## src/rtl/button_event_pkg.sv

```systemverilog
// Shared register map and event-entry layout for the push-button event controller.
package button_event_pkg;

  localparam logic [1:0] ADDR_DATA  = 2'd0;
  localparam logic [1:0] ADDR_MASK  = 2'd1;
  localparam logic [1:0] ADDR_EDGE  = 2'd2;
  localparam logic [1:0] ADDR_EVENT = 2'd3;

  localparam int EVT_ID_W     = 3;
  localparam int OVF_BIT      = 8;
  localparam int NONEMPTY_BIT = 31;
  localparam int COUNT_LSB    = 16;
  localparam int TYPE_BIT     = 4;

  typedef struct packed {
    logic                press;
    logic [EVT_ID_W-1:0] id;
  } evt_t;

  localparam int EVT_W = $bits(evt_t);

  // Head fields stay zero when empty so software never sees a stale entry.
  function automatic logic [31:0] make_event_word(input logic       non_empty,
                                                  input logic [2:0] count_sat,
                                                  input logic       ovf,
                                                  input evt_t       head);
    logic [31:0] w;
    w = '0;
    w[NONEMPTY_BIT]             = non_empty;
    w[COUNT_LSB+2:COUNT_LSB]    = count_sat;
    w[OVF_BIT]                  = ovf;
    if (non_empty) begin
      w[TYPE_BIT]               = head.press;
      w[EVT_ID_W-1:0]           = head.id;
    end
    return w;
  endfunction

endpackage

```

## src/rtl/button_debounce_bit.sv

```systemverilog
// One button: 2-FF synchroniser, tick-sampled stability counter and debounced level.
module button_debounce_bit
  import button_event_pkg::*;
#(
  parameter bit ACTIVE_LOW   = 1'b1,
  parameter int STABLE_TICKS = 4
) (
  input  logic clk,
  input  logic rst,
  input  logic pin,
  input  logic tick,
  output logic level,
  output logic flip
);

  localparam int   CNT_W        = $clog2(STABLE_TICKS + 1);
  localparam logic RELEASED_PIN = ACTIVE_LOW;

  logic             sync1_q, sync2_q;
  logic [CNT_W-1:0] cnt_q, cnt_d;
  logic             level_q, level_d;
  logic             pressed_raw;

  always_ff @(posedge clk or posedge rst) begin
    if (rst) begin
      sync1_q <= RELEASED_PIN;
      sync2_q <= RELEASED_PIN;
      cnt_q   <= '0;
      level_q <= 1'b0;
    end else begin
      sync1_q <= pin;
      sync2_q <= sync1_q;
      cnt_q   <= cnt_d;
      level_q <= level_d;
    end
  end

  always_comb begin
    cnt_d       = cnt_q;
    level_d     = level_q;
    flip        = 1'b0;
    pressed_raw = ACTIVE_LOW ? ~sync2_q : sync2_q;
    if (tick) begin
      if (pressed_raw != level_q) begin
        // The tick that completes the run flips the level rather than storing STABLE_TICKS.
        if (cnt_q == CNT_W'(STABLE_TICKS - 1)) begin
          level_d = ~level_q;
          cnt_d   = '0;
          flip    = 1'b1;
        end else begin
          cnt_d   = cnt_q + CNT_W'(1);
        end
      end else begin
        cnt_d = '0;
      end
    end
  end

  assign level = level_q;

endmodule

```

## src/rtl/button_event_controller.sv

```systemverilog
// Avalon-MM push-button controller: debounce, W1C edge capture with maskable irq,
// and a press/release event FIFO fed by a lowest-index-first arbiter.
module button_event_controller
  import button_event_pkg::*;
#(
  parameter int WIDTH        = 7,
  parameter bit ACTIVE_LOW   = 1'b1,
  parameter int CLK_DIV      = 50000,
  parameter int STABLE_TICKS = 4,
  parameter int FIFO_DEPTH   = 4
) (
  input  logic             clk,
  input  logic             reset,
  input  logic [WIDTH-1:0] in_port,
  input  logic [1:0]       address,
  input  logic             chipselect,
  input  logic             read,
  input  logic             write,
  input  logic [31:0]      writedata,
  output logic [31:0]      readdata,
  output logic             irq
);

  localparam int PRE_W = (CLK_DIV > 1) ? $clog2(CLK_DIV) : 1;
  localparam int PTR_W = (FIFO_DEPTH > 1) ? $clog2(FIFO_DEPTH) : 1;
  localparam int CNT_W = $clog2(FIFO_DEPTH + 1);

  logic [PRE_W-1:0] presc_q, presc_d;
  logic             tick;
  logic [WIDTH-1:0] level, flip;
  logic [WIDTH-1:0] pending_q, pending_d;
  logic [WIDTH-1:0] edge_q, edge_d;
  logic [WIDTH-1:0] mask_q, mask_d;
  evt_t             fifo_q [FIFO_DEPTH];
  evt_t             fifo_d [FIFO_DEPTH];
  logic [PTR_W-1:0] wr_ptr_q, wr_ptr_d, rd_ptr_q, rd_ptr_d;
  logic [CNT_W-1:0] count_q, count_d;
  logic             ovf_q, ovf_d;
  logic [31:0]      readdata_q, readdata_d;

  logic                grant_vld, grant_press;
  logic [EVT_ID_W-1:0] grant_idx;
  logic [WIDTH-1:0]    grant_onehot;
  logic                non_empty, full, pop, push, drop;
  logic                wr_mask, wr_edge, wr_event;
  logic [31:0]         count_ext;
  logic [2:0]          count_sat;
  evt_t                head;
  logic                unused_wd;

  assign tick = (presc_q == PRE_W'(CLK_DIV - 1));

  for (genvar i = 0; i < WIDTH; i++) begin : g_btn
    button_debounce_bit #(
      .ACTIVE_LOW   (ACTIVE_LOW),
      .STABLE_TICKS (STABLE_TICKS)
    ) u_db (
      .clk   (clk),
      .rst   (reset),
      .pin   (in_port[i]),
      .tick  (tick),
      .level (level[i]),
      .flip  (flip[i])
    );
  end

  always_ff @(posedge clk or posedge reset) begin
    if (reset) begin
      presc_q    <= '0;
      pending_q  <= '0;
      edge_q     <= '0;
      mask_q     <= '0;
      wr_ptr_q   <= '0;
      rd_ptr_q   <= '0;
      count_q    <= '0;
      ovf_q      <= 1'b0;
      readdata_q <= '0;
      for (int i = 0; i < FIFO_DEPTH; i++) fifo_q[i] <= '0;
    end else begin
      presc_q    <= presc_d;
      pending_q  <= pending_d;
      edge_q     <= edge_d;
      mask_q     <= mask_d;
      wr_ptr_q   <= wr_ptr_d;
      rd_ptr_q   <= rd_ptr_d;
      count_q    <= count_d;
      ovf_q      <= ovf_d;
      readdata_q <= readdata_d;
      for (int i = 0; i < FIFO_DEPTH; i++) fifo_q[i] <= fifo_d[i];
    end
  end

  always_comb begin
    presc_d = tick ? '0 : presc_q + PRE_W'(1);

    // Descending scan so the lowest set index is the one left standing.
    grant_vld    = 1'b0;
    grant_press  = 1'b0;
    grant_idx    = '0;
    grant_onehot = '0;
    for (int i = WIDTH - 1; i >= 0; i--) begin
      if (pending_q[i]) begin
        grant_vld       = 1'b1;
        grant_press     = level[i];
        grant_idx       = EVT_ID_W'(i);
        grant_onehot    = '0;
        grant_onehot[i] = 1'b1;
      end
    end

    non_empty = (count_q != '0);
    full      = (count_q == CNT_W'(FIFO_DEPTH));
    pop       = chipselect & read & (address == ADDR_EVENT) & non_empty;
    push      = grant_vld & (~full | pop);
    drop      = grant_vld & full & ~pop;

    wr_mask   = chipselect & write & (address == ADDR_MASK);
    wr_edge   = chipselect & write & (address == ADDR_EDGE);
    wr_event  = chipselect & write & (address == ADDR_EVENT);

    for (int i = 0; i < FIFO_DEPTH; i++) fifo_d[i] = fifo_q[i];
    wr_ptr_d = wr_ptr_q;
    rd_ptr_d = rd_ptr_q;
    if (push) begin
      fifo_d[wr_ptr_q] = '{press: grant_press, id: grant_idx};
      wr_ptr_d         = wr_ptr_q + PTR_W'(1);
    end
    if (pop) rd_ptr_d = rd_ptr_q + PTR_W'(1);

    case ({push, pop})
      2'b10:   count_d = count_q + CNT_W'(1);
      2'b01:   count_d = count_q - CNT_W'(1);
      default: count_d = count_q;
    endcase

    pending_d = (pending_q & ~grant_onehot) | flip;
    edge_d    = (edge_q & ~(wr_edge ? writedata[WIDTH-1:0] : '0)) | (flip & ~level);
    mask_d    = wr_mask ? writedata[WIDTH-1:0] : mask_q;
    ovf_d     = drop | (ovf_q & ~(wr_event & writedata[OVF_BIT]));

    count_ext = 32'(count_q);
    count_sat = (count_ext > 32'd7) ? 3'd7 : count_ext[2:0];
    head      = fifo_q[rd_ptr_q];

    case (address)
      ADDR_DATA:  readdata_d = 32'(level);
      ADDR_MASK:  readdata_d = 32'(mask_q);
      ADDR_EDGE:  readdata_d = 32'(edge_q);
      default:    readdata_d = make_event_word(non_empty, count_sat, ovf_q, head);
    endcase
  end

  assign readdata  = readdata_q;
  assign irq       = |(edge_q & mask_q);
  assign unused_wd = ^writedata;

endmodule
```

## config.mk

```make
export PLATFORM = sky130hd
export DESIGN_NAME = button_event_controller
export DESIGN_NICKNAME = d
export VERILOG_FILES = /design/src/rtl/button_event_pkg.sv /design/src/rtl/button_debounce_bit.sv /design/src/rtl/button_event_controller.sv
export SDC_FILE = /design/constraint.sdc
export NUM_CORES = 1
export LEC_CHECK = 0
export BUFFER_PORTS_ARGS = -buffer_cell sky130_fd_sc_hd__buf_4
export CAP_MARGIN = 20
export CORE_MARGIN = 5
export CORE_UTILIZATION = 57
export DETAILED_ROUTE_END_ITERATION = 10
export PLACE_DENSITY_LB_ADDON = 0.05
export SLEW_MARGIN = 20
export SYNTH_ARGS = -nofsm -noshare
export SYNTH_HDL_FRONTEND = slang
export SYNTH_SLANG_ARGS = --single-unit
```

## constraint.sdc

```tcl
create_clock -name clk -period 3.9 [get_ports clk]
set_input_delay 0.39 -clock clk [delete_from_list [all_inputs] [get_ports clk]]
set_output_delay 0.39 -clock clk [all_outputs]
set_load 0.01 [all_outputs]
```

==> results by group <==
Floorplanning
  – # IOs: 79
  – Die area: 11300 um^2
  – Die Span X: 106 um
  – Cell Rows: 35
  – Starting Density: 57.6%
  – Core box area: 9150 um^2
  – Die Span Y: 106 um

Power and ir drop
  – Leakage Power: 3.05 nW
  – Power per cell area: 514 nW/um^2
  – Worst-case vdd ir drop: 0.351 mV

Timing
  – Worst Setup Slack, final: 1210 ps
  – Least-Margin Pin Slew: 750 ps
  – Final period util: 69.0%
  – Hold slack final: 10.2 ps
  – Final hold vios: 0
  – Crit path time final: 2690 ps
  – Max Freq: 371 MHz
  – Max Slew Vio Count: 0
  – Worst slew margin: 50.0%
  – Setup TNS: 0 ps
  – Final Skew: 15.9 ps
  – Setup violations, final: 0
  – RSZ-0062 raised after global routing: no

Logic synthesis
  – Flops & latches, synth: 115
  – Post-Synth XOR/XNOR Area: 3.98%
  – Ys flop type: dfrtp_1
  – Yosys warning count: 0
  – Synth Area in Compound Gates: 8.11%
  – Combinational family with the most area after synthesis: simple AND/OR/NAND/NOR gates
  – Adder-cell share of the synthesized area: 3.46%
  – Syn Inst Count: 458
  – Sequential fraction of the synthesis area: 54.9%
  – Avg Cell Area, Syn: 11.5 um^2
  – Distinct cell type count after synthesis: 55
  – Asr flop ratio synth: 100%
  – EDFF count, synth: 0
  – Post-Synth Simple-Gate Area: 15.2%
  – Post-synth top area share: 47.9%
  – Mapped cell area: 5280 um^2
  – Top cells by area, synth: dfrtp_1 (48%), dfstp_2 (7.0%), mux2_2 (4.9%)
  – Mux cell area share after synthesis: 9.27%
  – Post-synth top area cell: dfrtp_1

Critical path
  – Setup CP Type: register to register
  – Critical path endpoint category: register
  – Launch point of the worst path: pending_q[0]
  – Worst reg2reg path startpoint: pending_q[0]
  – Worst Path Required: 4330 ps
  – Worst path arrival time: 3120 ps
  – Crit path launch type: register
  – Crit-path max FO: 8
  – Reg2Reg Setup Slack: 1210 ps

Route
  – DRT iter0 DRCs: 119
  – Post-route ant nets: 0
  – Routed WL: 10300 um
  – Drt wl/cell: 16.2 um
  – Vias per cell: 5.42
  – Via count: 3437
  – Drt first pass iters: 4
  – DRC: 0

Finish
  – Nets: 570
  – Layout cells sized above 1: 22.6%
  – Post-route cell area: 6260 um^2
  – Post-layout util: 68.4%
  – Number of diodes: 0
  – Fillers: 682
  – Area grow syn2layout: 18.8%

Global route
  – GR Util All Layers: 20.0%
  – First-pass GRT wire length: 17500 um
  – Initial antenna violation count: 0
  – Overflow after GRT: 0
  – Largest net degree at the start of global routing: 63
  – Vias in the first global route: 3558

Clock network
  – Clock Sinks: 115
  – Worst-Skew Late Latency: 510 ps
  – # hold bufs at CTS: 7
  – Max clock buf depth: 2
  – CTS Buf Count: 17
  – H-Tree Depth: 4
  – Setup repair bufs after CTS: 0
  – Post_cts resized: 0
  – CTS root buf: clkbuf_8
  – CTS tree: built
  – Clk slew on worst S/H paths: 60 ps

Place
  – Placer congestion estimate: 0.820
  – Pre-CTS setup slack: 1220 ps
  – Placement Cell Area: 5580 um^2
  – IO buf count: 34
  – DPL Wire Length: 7120 um

Run
  – Max-cap violations: 0

Status
  – Status: completed

Hold path
  – Hold Path Class: input pin to asynchronous set/reset pin
-- where the power goes --
part           leakage (nW)  internal (mW)  switching [mW]
sequential             1.50           1.28          0.0843
clock                 0.294           1.09           0.514
combinational          1.25          0.127           0.129
total                  3.05           2.49           0.727
-- logic make-up after synthesis --
| group | count (synthesis) |
|---|---|
| adders and majority gates | 14 |
| DFF | 115 |
| AOI/OAI and AO/OA | 61 |
| buffers and inverters | 48 |
| other | 1 |
| muxes | 41 |
| and+or+nand+nor | 154 |
| xor gates and xnor gates | 24 |
-- Yosys cell counts (2+ instances only) --
cell      count
dfrtp_1     101
nor2b_1      10
clkbuf_1      7
nor2_1       31
xor2_1       17
o21a_1        7
mux4_2        4
a22oi_1       2
mux2i_1      14
o31ai_1      11
and2_0        4
dfstp_2      14
a21oi_1       3
or4bb_1       3
and2_1        2
and3_1        5
nand2_1      55
inv_1        18
o21ai_0      20
and4_1        3
nor4_1        3
nand4_1       4
mux2_2       23
nor4_2        5
buf_4        20
a221o_1       4
nor3_1        3
xnor2_1       7
nand3_1      16
ha_1         13
a21o_1        5
-- cell type report --
type | count | area (um^2) | share of cell area [%]
Tap cell | 111 | 139 | 2.22
Timing Repair Buffer | 44 | 348 | 5.55
Clock inverter | 9 | 153 | 2.44
Sequential cell | 115 | 2900 | 46.2
Inverter | 18 | 70.1 | 1.12
Clock buffer | 23 | 467 | 7.45
Multi-Input combinational cell | 314 | 2190 | 35.0
-- placed cells by master (no fill, tap or decap), types with 5 or more instances in the layout --
cell / synthesis / final
nor4_2: 5 / 6
nor2_1: 31 / 31
and3_1: 5 / 5
o21a_1: 7 / 7
clkbuf_16: 0 / 16
mux2i_1: 14 / 14
nor2b_1: 10 / 10
nand3_1: 16 / 16
o31ai_1: 11 / 11
xor2_1: 17 / 17
conb_1: 1 / 20
nand2_1: 55 / 55
o21ai_0: 20 / 20
mux2_2: 23 / 23
ha_1: 13 / 13
inv_1: 18 / 17
dlygate4sd3_1: 0 / 7
dfrtp_1: 101 / 101
xnor2_1: 7 / 7
buf_4: 20 / 37
dfstp_2: 14 / 14
a21o_1: 5 / 5
-- through the flow --
step / cells / total power [mW]
final: 634 / 3.22
after global placement: 595 / 1.62
after CTS: 634 / 3.25
after global routing: 634 / 3.34
after floorplan: 477 / 1.54
after detailed placement: 595 / 1.63
-- critical path, stage by stage, from the launching register on --
cell,delay [ps]
dfrtp_1,440
nor4_1,630
a32oi_1,360
inv_1,140
ha_1,190
inv_1,70
fa_1,380
xor2_1,150
nor2_1,110
xor2_1,150
-- flip-flops by register name (all words and copies together) (netlist names), 12 cells and up --
register / count
fifo_q: 16
g_btn.u_db.cnt_q: 21
presc_q: 16
readdata: 12
-- final timing paths --
| path | to | cells past startpoint |
|---|---|---|
| setup / recovery | count_q[2] | 9 |
| hold / removal | g_btn[5].u_db.cnt_q[1] | 2 |
| setup reg to reg | count_q[2] | 9 |
| hold reg to reg | g_btn[3].u_db.sync2_q | 0 |
| max in group asynchronous | g_btn[5].u_db.sync1_q | 3 |
| min in group clk | mask_q[6] | 2 |
-- per-layer routing --
| metal | global-route usage (%) | share of wire [%] | vias up |
|---|---|---|---|
| li1 | - | - | 1673 |
| met4 | 8.88 | 0.86 | 0 |
| met1 | 27.1 | 46 | 1676 |
| met5 | 0 | 0 | - |
| met3 | 4.25 | 4.2 | 8 |
| met2 | 31.1 | 49 | 80 |
No activity file was read; power rests on OpenSTA's default activity.
